File: config.mk
export PLATFORM = sky130hd
export DESIGN_NAME = gpr_wb_arbiter
export DESIGN_NICKNAME = d
export VERILOG_FILES = /design/src/rtl/gpr_wb_arbiter.sv
export SDC_FILE = /design/constraint.sdc
export NUM_CORES = 1
export LEC_CHECK = 0
export BUFFER_PORTS_ARGS = -buffer_cell sky130_fd_sc_hd__buf_2
export CELL_PAD_IN_SITES_DETAIL_PLACEMENT = 1
export CELL_PAD_IN_SITES_GLOBAL_PLACEMENT = 2
export CORE_MARGIN = 2
export CORE_UTILIZATION = 27
export DETAILED_ROUTE_END_ITERATION = 8
export PLACE_DENSITY = 0.92
export SYNTH_ARGS = -nofsm -noshare
export SYNTH_HDL_FRONTEND = slang
export SYNTH_SLANG_ARGS = --single-unit
File: constraint.sdc
create_clock -name clk -period 3.3 [get_ports clk]
set_clock_uncertainty 0.15 [all_clocks]
set_input_delay 0.33 -clock clk [delete_from_list [all_inputs] [get_ports clk]]
set_output_delay 0.33 -clock clk [all_outputs]
set_load 0.01 [all_outputs]
File: src/rtl/gpr_wb_arbiter.sv
// GPR write-port arbiter: execute path vs. load return, with a load scoreboard and starvation guard.
// Optional statistics counter enabled by defining GPR_WB_STATS_EN.

`ifndef GPR_WRITE_ALU
`define GPR_WRITE_ALU 2'd0
`endif
`ifndef GPR_WRITE_MEM
`define GPR_WRITE_MEM 2'd1
`endif
`ifndef GPR_WRITE_PC
`define GPR_WRITE_PC 2'd2
`endif

module gpr_wb_arbiter #(
    parameter int STARVE_LIMIT = 4,
    parameter int CNT_W        = 4
) (
    input  logic        clk,
    input  logic        rst_n,
    input  logic        alu_valid,
    output logic        alu_ready,
    input  logic [4:0]  alu_dst,
    input  logic        alu_link,
    input  logic        mem_valid,
    output logic        mem_ready,
    input  logic [4:0]  mem_dst,
    input  logic        ld_issue,
    input  logic [4:0]  ld_issue_dst,
    output logic        gpr_we,
    output logic [4:0]  gpr_waddr,
    output logic [1:0]  gpr_wsel,
    output logic [31:0] pending,
    output logic [15:0] conflict_cnt
);

    localparam logic [CNT_W-1:0] LIMIT = CNT_W'(STARVE_LIMIT);

    typedef enum logic [1:0] {
        GRANT_NONE,
        GRANT_ALU,
        GRANT_MEM
    } grant_t;

    grant_t            grant;
    logic              alu_hz;
    logic              alu_ok;
    logic [CNT_W-1:0]  wait_cnt;
    logic [31:0]       pending_next;

    assign alu_hz = pending[alu_dst] && (alu_dst != 5'd0);
    assign alu_ok = alu_valid && !alu_hz;

    // Memory normally wins; the execute path jumps ahead once it has waited STARVE_LIMIT cycles.
    always_comb begin
        grant = GRANT_NONE;
        if (!rst_n)
            grant = GRANT_NONE;
        else if (mem_valid && alu_ok && (wait_cnt == LIMIT))
            grant = GRANT_ALU;
        else if (mem_valid)
            grant = GRANT_MEM;
        else if (alu_ok)
            grant = GRANT_ALU;
    end

    always_comb begin
        alu_ready = 1'b0;
        mem_ready = 1'b0;
        gpr_we    = 1'b0;
        gpr_waddr = 5'd0;
        gpr_wsel  = `GPR_WRITE_ALU;
        case (grant)
            GRANT_ALU: begin
                alu_ready = 1'b1;
                gpr_we    = (alu_dst != 5'd0);
                gpr_waddr = alu_dst;
                gpr_wsel  = alu_link ? `GPR_WRITE_PC : `GPR_WRITE_ALU;
            end
            GRANT_MEM: begin
                mem_ready = 1'b1;
                gpr_we    = (mem_dst != 5'd0);
                gpr_waddr = mem_dst;
                gpr_wsel  = `GPR_WRITE_MEM;
            end
            default: ;
        endcase
    end

    always_ff @(posedge clk) begin
        if (!rst_n)
            wait_cnt <= '0;
        else if (grant == GRANT_ALU)
            wait_cnt <= '0;
        else if (alu_ok && (grant == GRANT_MEM) && (wait_cnt != LIMIT))
            wait_cnt <= wait_cnt + CNT_W'(1);
    end

    // A load issued in the same cycle as a return to that register is a new outstanding load, so set wins.
    always_comb begin
        pending_next = pending;
        if (grant == GRANT_MEM)
            pending_next[mem_dst] = 1'b0;
        if (ld_issue && (ld_issue_dst != 5'd0))
            pending_next[ld_issue_dst] = 1'b1;
        pending_next[0] = 1'b0;
    end

    always_ff @(posedge clk) begin
        if (!rst_n)
            pending <= '0;
        else
            pending <= pending_next;
    end

`ifdef GPR_WB_STATS_EN
    logic [15:0] conflict_q;

    always_ff @(posedge clk) begin
        if (!rst_n)
            conflict_q <= '0;
        else if (alu_valid && !alu_ready && (conflict_q != 16'hFFFF))
            conflict_q <= conflict_q + 16'd1;
    end

    assign conflict_cnt = conflict_q;
`else
    assign conflict_cnt = 16'd0;
`endif

endmodule

==> impl_metrics.csv, run 1 <==
group,metric,value,unit
outcome,status,"complete, no violations",
routing,initialDrtViolationCount,94,
yosys,syn_area_per_cell,7.92,sq um
global_route,antenna_found_initial,0,
power_and_ir_drop,ir_worst_vdd,0.157,mV
yosys,synth.area.top_cells,"dfxtp_1 33%, a21oi_1 8.3%, o21ai_0 8.1%",
timing,min_period,3.24,ns
min_path,hp-class,"input pin to register",
power_and_ir_drop,p_per_area,365,nW/um^2
timing,rsz0062_at_grt,"true",
timing,setup_viol,0,
die,die_area,8520,sq um
yosys,synth-main-ff-cell,"dfxtp_1",
layout,fin_nets,364,
clock_network,htree_num_levels,2,
layout,antenna_cells,0,
clock_network,clk_pin_slew,0.08,ns
power_and_ir_drop,p_leak,0.00117,uW
layout,drive_gt1_frac,0.314,
clock_network,cts_sinks,35,
yosys,synth_common_cells,"43 x nand2_1, 35 x a21oi_1, 35 x dfxtp_1",
timing,finalSetupTns,0,ns
yosys,yosys.area.top_type_share,0.333,
clock_network,cts-buffers-inserted,5,
timing,slew_headroom,0.505,
yosys,synth_edf_count,0,
timing,max_freq,309,MHz
die,die_h,92.3,microns
yosys,async_flop_share,0,
worst_setup_path,start_kind,"register",
clock_network,root_buffer,"clkbuf_8",
timing,hold_viol_final,0,
routing,remaining_drc_errors,0,
worst_setup_path,critPathKind,"register to output port",
worst_setup_path,worstPathArrival,2.76,ns
die,core,7650,sq um
placed_design,hpwl,5570,microns
global_route,grtUsageTotal,0.180,
flow_run,drv_cap,0,
global_route,grt-ovfl-total,0,
routing,wl_per_cell,17.4,microns
timing,holdWs,0.316,ns
yosys,ys_types,39,
layout,n_fill_cell,950,
global_route,grt_pass1_wl,12100,microns
clock_network,cts_tree,"built",
placed_design,port_buffers,61,
routing,num_vias,2247,
yosys,synth.most_common_cell,"nand2_1",
routing,avgViaCountPerCell,5.11,
worst_setup_path,required,2.82,ns
timing,tightestPinTransition,0.740,ns
clock_network,insertion_delay,0.29,ns
die,io_pins,79,
global_route,grt_pass1_vias,2326,
routing,totalWireLength,7650,microns
die,rows,32,
timing,fin_crit_sh,0.981,
global_route,grt_start_max_net_pins,34,
die,initial_core_util,0.275,
die,dieWidth,92.3,microns
yosys,syn_area,2110,sq um
yosys,yosysWarnings,0,
yosys,synthCells,266,
yosys,synth.ff_latch_count,35,
placed_design,gp_congestion,0.813,
yosys,synth_top_cell_by_area,"dfxtp_1",
worst_setup_path,critPathMaxFanout,7,
timing,maxSlewViolCount,0,
routing,firstDrtPassIters,4,
layout,syn2layout_area_growth,30.9,%
routing,antenna_left,0,
worst_setup_path,end_kind,"output port",
yosys,seq_area_frac_synth,0.333,
clock_network,clockBufferDepth,2,
cells in the final DEF, fill, tap and decap left out, drive strengths merged, types with 2 or more instances in the layout:
| cell type | synthesis | routed |
|---|---|---|
| mux4 | 5 | 5 |
| nand3 | 6 | 6 |
| nor2b | 3 | 3 |
| ha | 6 | 6 |
| a211o | 2 | 2 |
| dfxtp | 35 | 35 |
| nor3 | 2 | 2 |
| or3b | 3 | 3 |
| and3 | 3 | 3 |
| nand3b | 6 | 6 |
| buf | 21 | 78 |
| nand2b | 3 | 3 |
| o31ai | 3 | 3 |
| nand2 | 43 | 43 |
| inv | 2 | 3 |
| clkbuf | 9 | 6 |
| a41o | 2 | 2 |
| o21ai | 34 | 34 |
| a21oi | 35 | 35 |
| nor2 | 16 | 16 |
| nor3b | 4 | 4 |
| a22oi | 5 | 5 |
| conb | 1 | 17 |
| mux2i | 5 | 5 |
metrics by stage:
| step | std cells | worst slack (ns) | power, uW | util | instance area [sq um] |
|---|---|---|---|---|---|
| finish | 440 | 0.0629 | 1000 | 0.360 | 2760 |
| global route | 440 | -0.102 | 1050 | 0.360 | 2760 |
| CTS | 437 | 0.0358 | 1000 | 0.352 | 2690 |
| detailed placement | 429 | -0.0467 | 590 | 0.334 | 2550 |
| global placement | 429 | 0.0596 | 585 | 0.334 | 2550 |
| floorplan | 282 | 0.254 | 538 | - | 2170 |
per-layer routing:
metal | share of wire | routed length [microns] | track usage
met1 | 0.43 | 3270 | 0.218
met2 | 0.51 | 3870 | 0.320
met3 | 0.053 | 404 | 0.0358
met4 | 0.013 | 100 | 0.0585
met5 | 0 | 0 | 0
worst paths after layout:
kind,start,endpoint,slack [ns],cells after the start
worst min register to register,wait_cnt[3],wait_cnt[3],0.35,2
worst max register to register,pending[5],pending[28],0.30,10
worst min-delay path,alu_valid,wait_cnt[3],0.32,4
worst max-delay path,pending[14],gpr_waddr[1],0.06,10
logic make-up after synthesis:
| group | count (synthesis) | synth area share |
|---|---|---|
| AND/OR/NAND/NOR | 92 | 0.210 |
| AO/OA/AOI/OAI | 88 | 0.236 |
| flip-flops | 35 | 0.333 |
| buffers and inverters | 33 | 0.0957 |
| multiplexers | 11 | 0.0879 |
| adder cells (fa/ha/maj) | 6 | 0.0356 |
| other | 1 | 0.00178 |
cell type report:
cell class                 instances  area, sq um  area share
sequential                        35          704       0.256
multi-input combinational        214         1320       0.479
tap                              102          128      0.0463
clock buffer                       6         82.6      0.0300
inverter                           3         11.3     0.00409
clock inverter                     2         38.8      0.0141
timing repair buffer              78          470       0.171
report_power, final:
part	total, uW	internal, uW	switching, uW
logic	161	58.8	102
registers	432	428	4.29
clock network	412	249	164
worst max-delay path: stages (launching register included):
cell and delay [ns]:
dfxtp_2 0.34, mux4_2 0.46, nand2b_4 0.15, a41o_1 0.26
o22ai_2 0.18, nand2_2 0.14, a211oi_4 0.26, ha_2 0.32
a22oi_1 0.11, nor2_1 0.10, buf_2 0.14
what timing repair did:
action / in CTS / in global routing
pin swaps: 0 / 9
hold buffers: 0 / 0
endpoints found under the setup margin: 7 / 7
buffers inserted: 0 / 3
endpoints found under the hold margin: 0 / 0
resized for setup: 4 / 12
flip-flops by register name, summed over array words and instances (netlist names):
| name | count |
|---|---|
| wait_cnt | 4 |
| pending | 31 |
No activity file was read; power rests on OpenSTA's default activity.
==> run 2: changes to the inputs <==
--- a/config.mk
+++ b/config.mk
@@ -5,13 +5,14 @@
 export SDC_FILE = /design/constraint.sdc
 export NUM_CORES = 1
 export LEC_CHECK = 0
+export ABC_AREA = 1
 export BUFFER_PORTS_ARGS = -buffer_cell sky130_fd_sc_hd__buf_2
 export CELL_PAD_IN_SITES_DETAIL_PLACEMENT = 1
 export CELL_PAD_IN_SITES_GLOBAL_PLACEMENT = 2
 export CORE_MARGIN = 2
-export CORE_UTILIZATION = 27
+export CORE_UTILIZATION = 25
 export DETAILED_ROUTE_END_ITERATION = 8
-export PLACE_DENSITY = 0.92
+export PLACE_DENSITY = 0.9
 export SYNTH_ARGS = -nofsm -noshare
 export SYNTH_HDL_FRONTEND = slang
 export SYNTH_SLANG_ARGS = --single-unit
==> run 2 against run 1 <==
Net effect: synthesized cell count increased by 32%; non-clock buffer count decreased by 13; area after synthesis increased by 7.1%; sequential power about the same; sequential cell count unchanged; core utilization decreased by 4.8 points; sequential share of layout area increased by 0.19 points; cell count increased by 18%.
==> impl_metrics.csv, run 2 <==
group,metric,value,unit
yosys,seq_area_frac_synth,0.311,
worst_setup_path,cp_slowest_cell,"buf_2",
routing,num_vias,2463,
yosys,synth_edf_count,0,
yosys,syn_area,2260,sq um
yosys,yosys.area.top_type_share,0.311,
placed_design,port_buffers,61,
global_route,grt_pass1_wl,12400,microns
min_path,hp-class,"input pin to register",
clock_network,cts_tree,"built",
timing,tightestPinTransition,1.03,ns
power_and_ir_drop,p_per_area,388,nW/um^2
layout,biggestRegsByFlops,"pending (31), wait_cnt (4)",
clock_network,htree_num_levels,2,
worst_setup_path,worstPathArrival,2.48,ns
timing,hold_viol_final,0,
worst_setup_path,path_common_cell,"nand2_1",
layout,mostFrequentLayoutCells,"95 x nand2_1, 61 x buf_2, 43 x inv_1, 37 x a21oi_1",
global_route,grtUsageTotal,0.159,
die,io_pins,79,
worst_setup_path,cp-endpoint,"gpr_we",
global_route,antenna_found_initial,0,
yosys,synth_common_cells,"95 x nand2_1, 43 x inv_1, 37 x a21oi_1",
global_route,grt_start_max_net_pins,33,
clock_network,cts_sinks,35,
worst_setup_path,path_depth,17,
yosys,synth.ff_latch_count,35,
layout,n_fill_cell,1136,
layout,largest_reg_flops,31,
routing,initialDrtViolationCount,109,
power_and_ir_drop,p_leak,0.00126,uW
worst_setup_path,critPathTopFamily,"simple AND/OR/NAND/NOR gates",
worst_setup_path,cp.buffers_inverters,4,
placed_design,dp_cells,513,
global_route,grt_pass1_vias,2419,
layout,finalNonFillerCells,521,
worst_setup_path,r2r_start,"pending[17]",
global_route,grt-ovfl-total,0,
clock_network,root_buffer,"clkbuf_8",
timing,setup_viol,0,
routing,antenna_left,0,
yosys,synth.most_common_cell,"nand2_1",
worst_setup_path,start_kind,"input pin",
timing,max_freq,337,MHz
layout,final_common_cell,"nand2_1",
yosys,async_flop_share,0,
clock_network,post_cts_buffers,0,
yosys,synthCells,351,
die,initial_core_util,0.259,
routing,avgViaCountPerCell,4.73,
worst_setup_path,critPathKind,"input pin to output port",
worst_setup_path,end_kind,"output port",
clock_network,cts-buffers-inserted,5,
layout,drive_gt1_frac,0.203,
die,dieWidth,99.0,microns
timing,slew_headroom,0.311,
clock_network,hold_buffers,0,
yosys,ys_types,25,
clock_network,clockBufferDepth,2,
clock_network,cts_resized,0,
timing,min_period,2.96,ns
die,die_h,99.0,microns
die,rows,34,
yosys,synth.area.top_cells,"dfxtp_1 31%, nand2_1 16%, a21oi_1 8.2%",
routing,remaining_drc_errors,0,
yosys,synth_top_cell_by_area,"dfxtp_1",
timing,fin_crit_sh,0.898,
worst_setup_path,critPathMaxFanout,18,
yosys,synth-main-ff-cell,"dfxtp_1",
layout,antenna_cells,0,
worst_setup_path,path_cells,"buf_2 > inv_8 > nand2_1 > nand2_1 > nand2_1 > nand3_1 > nand3_1 > nand3_2 > nand2_4 > nand2_4 > a21oi_2 > nand2_2 > inv_2 > ha_1 > o21ai_0 > a21oi_1 > buf_2",
timing,maxSlewViolCount,0,
die,die_area,9800,sq um
routing,wl_per_cell,14.9,microns
timing,rsz0062_at_grt,"false",
outcome,status,"complete, no violations",
layout,fin_nets,439,
placed_design,hpwl,6020,microns
timing,finalSetupTns,0,ns
worst_setup_path,ff2ff_path_depth,14,
flow_run,drv_cap,0,
clock_network,insertion_delay,0.30,ns
yosys,yosysWarnings,0,
routing,firstDrtPassIters,4,
worst_setup_path,cpPeakStageDelay,0.34,ns
clock_network,clk_pin_slew,0.09,ns
die,core,8720,sq um
placed_design,gp_congestion,0.842,
worst_setup_path,required,2.82,ns
worst_setup_path,worstReg2RegEnd,"pending[15]",
worst_setup_path,cp-startpoint,"alu_dst[0]",
power_and_ir_drop,ir_worst_vdd,0.150,mV
routing,totalWireLength,7740,microns
worst_setup_path,r2r_setup_slack,0.79,ns
layout,syn2layout_area_growth,20.6,%
layout,regMostFlops,"pending",
yosys,syn_area_per_cell,6.43,sq um
[run 2: cell types whose count changed in the layout (fill, tap and decap cells not counted), moves of 7 or more]
cell	before	now
nor3_1	2	12
nand3_1	6	35
inv_1	2	43
buf_4	14	4
nand2_1	42	95
nor2_1	16	9
[run 2: cell families (layout without fill, tap and decap cells)]
family                     after synthesis  after routing  synth area share
AOI/OAI and AO/OA                       72             72             0.164
and+or+nand+nor                        164            164             0.323
buffers and inverters                   73            119             0.167
adders and majority gates                6              6            0.0333
other                                    1             17           0.00166
DFF                                     35             35             0.311
[run 2: tightest hold or removal path, delay by kind of cell]
family                 cells  cell delay [ns]
AO/OA/AOI/OAI              1             0.06
AND/OR/NAND/NOR            2             0.17
buffers and inverters      1             0.12
[run 2: area by class of cell]
| class | count | area (sq um) | share of cell area |
|---|---|---|---|
| repair buffers | 65 | 335 | 0.123 |
| multi-input cells | 259 | 1240 | 0.455 |
| flip-flops and latches | 35 | 701 | 0.257 |
| clock inverters | 2 | 60.1 | 0.0221 |
| inverters | 46 | 180 | 0.0662 |
| clock buffers | 6 | 72.6 | 0.0267 |
| well taps | 108 | 135 | 0.0497 |
[run 2: through the flow]
stage / area [sq um] / util / total power [uW] / setup slack, ns / hold WS [ns]
CTS: 2720 / 0.312 / 1070 / 0.313 / 0.259
floorplan: 2320 / - / 558 / 0.884 / 0.347
detailed placement: 2590 / 0.297 / 599 / 0.320 / 0.343
global route: 2720 / 0.312 / 1110 / 0.108 / 0.298
finish: 2720 / 0.312 / 1060 / 0.335 / 0.268
global placement: 2590 / 0.297 / 596 / 0.398 / 0.328
[run 2: worst min path at each step]
stage	from	endpoint	slack [ns]	depth (start not counted)
global route	ld_issue_dst[2]	pending[16]	0.30	4
floorplan	wait_cnt[3]	wait_cnt[3]	0.35	3
detailed placement	pending[16]	pending[16]	0.34	2
global placement	pending[28]	pending[28]	0.33	2
finish	ld_issue_dst[2]	pending[17]	0.27	4
CTS	ld_issue_dst[2]	pending[17]	0.26	4
[run 2: report_power, final]
| part | internal [uW] | switching, uW |
|---|---|---|
| Sequential | 428 | 4.85 |
| Combinational | 45.7 | 111 |
| Clock | 302 | 164 |
[run 2: metal layers]
| metal | vias up | routed length (microns) | part of all wire | global-route usage |
|---|---|---|---|---|
| li1 | 1234 | - | - | - |
| met1 | 1164 | 3900 | 0.50 | 0.225 |
| met2 | 59 | 3470 | 0.45 | 0.255 |
| met3 | 6 | 297 | 0.038 | 0.0234 |
| met4 | 0 | 80 | 0.010 | 0.0379 |
| met5 | - | 0 | 0 | 0 |
==> run 3: changes to the inputs <==
--- a/config.mk
+++ b/config.mk
@@ -11,7 +11,9 @@
 export CELL_PAD_IN_SITES_GLOBAL_PLACEMENT = 2
 export CORE_MARGIN = 2
 export CORE_UTILIZATION = 25
+export CTS_BUF_LIST = sky130_fd_sc_hd__clkbuf_8 sky130_fd_sc_hd__clkbuf_16
 export DETAILED_ROUTE_END_ITERATION = 8
+export GPL_ROUTABILITY_DRIVEN = 1
 export PLACE_DENSITY = 0.9
 export SYNTH_ARGS = -nofsm -noshare
 export SYNTH_HDL_FRONTEND = slang
==> run 3 against run 2 <==
Net effect: combinational power about the same; highest routed layer unchanged; sequential share of layout area unchanged; design area unchanged; critical path depth unchanged; largest power group unchanged; sequential cell count unchanged; clock-buffer cell count down 1; via count up 0.37%.
==> impl_metrics.csv, run 3 (synthesis gave the netlist of run 2 again) <==
group,metric,value,unit
timing,holdWs,0.271,ns
layout,finalNonFillerCells,521,
layout,antenna_cells,0,
clock_network,cts_sinks,35,
layout,regMostFlops,"pending",
worst_setup_path,worstReg2RegEnd,"pending[15]",
global_route,antenna_found_initial,0,
clock_network,cts_tree,"built",
layout,drive_gt1_frac,0.203,
worst_setup_path,ff2ff_path_depth,14,
clock_network,clockBufferDepth,2,
layout,final_common_cell,"nand2_1",
worst_setup_path,critPathTopFamily,"simple AND/OR/NAND/NOR gates",
global_route,grt-ovfl-total,0,
worst_setup_path,cpPeakStageDelay,0.34,ns
timing,min_period,2.96,ns
worst_setup_path,cp.buffers_inverters,4,
routing,remaining_drc_errors,0,
die,core,8720,sq um
power_and_ir_drop,p_int,773,uW
power_and_ir_drop,swShare,0.264,
layout,mostFrequentLayoutCells,"95 x nand2_1, 61 x buf_2, 44 x inv_1, 37 x a21oi_1",
die,initial_core_util,0.259,
clock_network,clk_pin_slew,0.08,ns
worst_setup_path,required,2.82,ns
clock_network,cts_resized,0,
timing,setup_slack,0.336,ns
global_route,grt_start_max_net_pins,33,
placed_design,pre_cts_ws,0.320,ns
worst_setup_path,critPathMaxFanout,18,
timing,finalSetupTns,0,ns
worst_setup_path,end_kind,"output port",
timing,slew_headroom,0.316,
clock_network,post_cts_buffers,0,
power_and_ir_drop,pwr-share-clk,0.439,
timing,rsz0062_at_grt,"false",
placed_design,gp_congestion,0.842,
layout,syn2layout_area_growth,20.6,%
routing,antenna_left,0,
routing,firstDrtPassIters,4,
timing,fin_crit_sh,0.898,
placed_design,dp_cells,513,
timing,setup_viol,0,
flow_run,drv_cap,0,
worst_setup_path,worstPathArrival,2.48,ns
routing,avgViaCountPerCell,4.74,
die,io_pins,79,
layout,biggestRegsByFlops,"pending (31), wait_cnt (4)",
routing,wl_per_cell,14.9,microns
global_route,grt_pass1_wl,12400,microns
power_and_ir_drop,pwr-share-comb,0.149,
clock_network,hold_buffers,0,
timing,tightestPinTransition,1.02,ns
global_route,grtUsageTotal,0.159,
power_and_ir_drop,p_switching,278,uW
die,rows,34,
power_and_ir_drop,ir_worst_vdd,0.150,mV
worst_setup_path,cp_slowest_cell,"buf_2",
die,die_area,9800,sq um
clock_network,cts-buffers-inserted,5,
timing,max_freq,337,MHz
worst_setup_path,path_cells,"buf_2 > inv_8 > nand2_1 > nand2_1 > nand2_1 > nand3_1 > nand3_1 > nand3_2 > nand2_4 > nand2_4 > a21oi_2 > nand2_2 > inv_2 > ha_1 > o21ai_0 > a21oi_1 > buf_2",
clock_network,htree_num_levels,2,
power_and_ir_drop,p_per_area,386,nW/um^2
power_and_ir_drop,p_leak,0.00126,uW
routing,initialDrtViolationCount,110,
worst_setup_path,path_common_cell,"nand2_1",
global_route,grt_pass1_vias,2421,
timing,maxSlewViolCount,0,
layout,fin_nets,439,
routing,num_vias,2472,
worst_setup_path,critPathKind,"input pin to output port",
routing,totalWireLength,7740,microns
die,dieWidth,99.0,microns
min_path,hp-class,"input pin to register",
layout,largest_reg_flops,31,
worst_setup_path,r2r_start,"pending[29]",
worst_setup_path,start_kind,"input pin",
worst_setup_path,cp-endpoint,"gpr_we",
outcome,status,"complete, no violations",
power_and_ir_drop,pwr-share-seq,0.412,
placed_design,port_buffers,61,
placed_design,hpwl,6020,microns
clock_network,insertion_delay,0.30,ns
die,die_h,99.0,microns
worst_setup_path,cp-startpoint,"alu_dst[0]",
timing,hold_viol_final,0,
clock_network,root_buffer,"clkbuf_8",
worst_setup_path,path_depth,17,
worst_setup_path,r2r_setup_slack,0.79,ns
[run 3: area by class of cell]
| cell class | instances | area (sq um) |
|---|---|---|
| Timing Repair Buffer | 65 | 335 |
| Sequential cell | 35 | 701 |
| Fill cell | 1136 | 6000 |
| Clock buffer | 5 | 68.8 |
| Tap cell | 108 | 135 |
| Inverter | 46 | 180 |
| Multi-Input combinational cell | 259 | 1240 |
| Clock inverter | 3 | 63.8 |
[run 3: how the worst min path moves through the flow]
stage / start / end / slack (ns) / cells past startpoint
CTS: ld_issue_dst[2] / pending[17] / 0.26 / 4
finish: ld_issue_dst[2] / pending[17] / 0.27 / 4
detailed placement: pending[16] / pending[16] / 0.34 / 2
global route: ld_issue_dst[2] / pending[24] / 0.30 / 4
global placement: pending[28] / pending[28] / 0.33 / 2
floorplan: wait_cnt[3] / wait_cnt[3] / 0.35 / 3
[run 3: per-stage QoR]
step	area, sq um	util	total power, uW
2_1_floorplan	2320	-	558
3_3_place_gp	2590	0.297	596
3_5_place_dp	2590	0.297	599
4_1_cts	2720	0.312	1070
5_1_grt	2720	0.312	1100
6_report	2720	0.312	1050
[run 3: metal layers]
layer,track usage,share of wire
met1,0.225,0.49
met2,0.254,0.45
met3,0.0234,0.045
met4,0.0379,0.010
met5,0,0
[run 3: worst register-to-register path, cell delays in order, from the launching register on]
cell	delay, ns
dfxtp_1	0.39
inv_1	0.06
nand2_1	0.05
nand3_1	0.07
nand3_1	0.09
nand3_1	0.10
nand3_2	0.09
nand2_4	0.09
nand2_4	0.08
o21ai_2	0.07
inv_1	0.09
ha_1	0.32
nand3_1	0.37
o21ai_0	0.29
a21oi_1	0.09
[run 3: power by group through the flow]
stage	combinational [uW]	sequential, uW	clock [uW]
4_1_cts	157	433	476
3_3_place_gp	153	443	0
5_1_grt	176	434	492
6_report	156	433	461
3_5_place_dp	157	443	0
2_1_floorplan	115	444	0
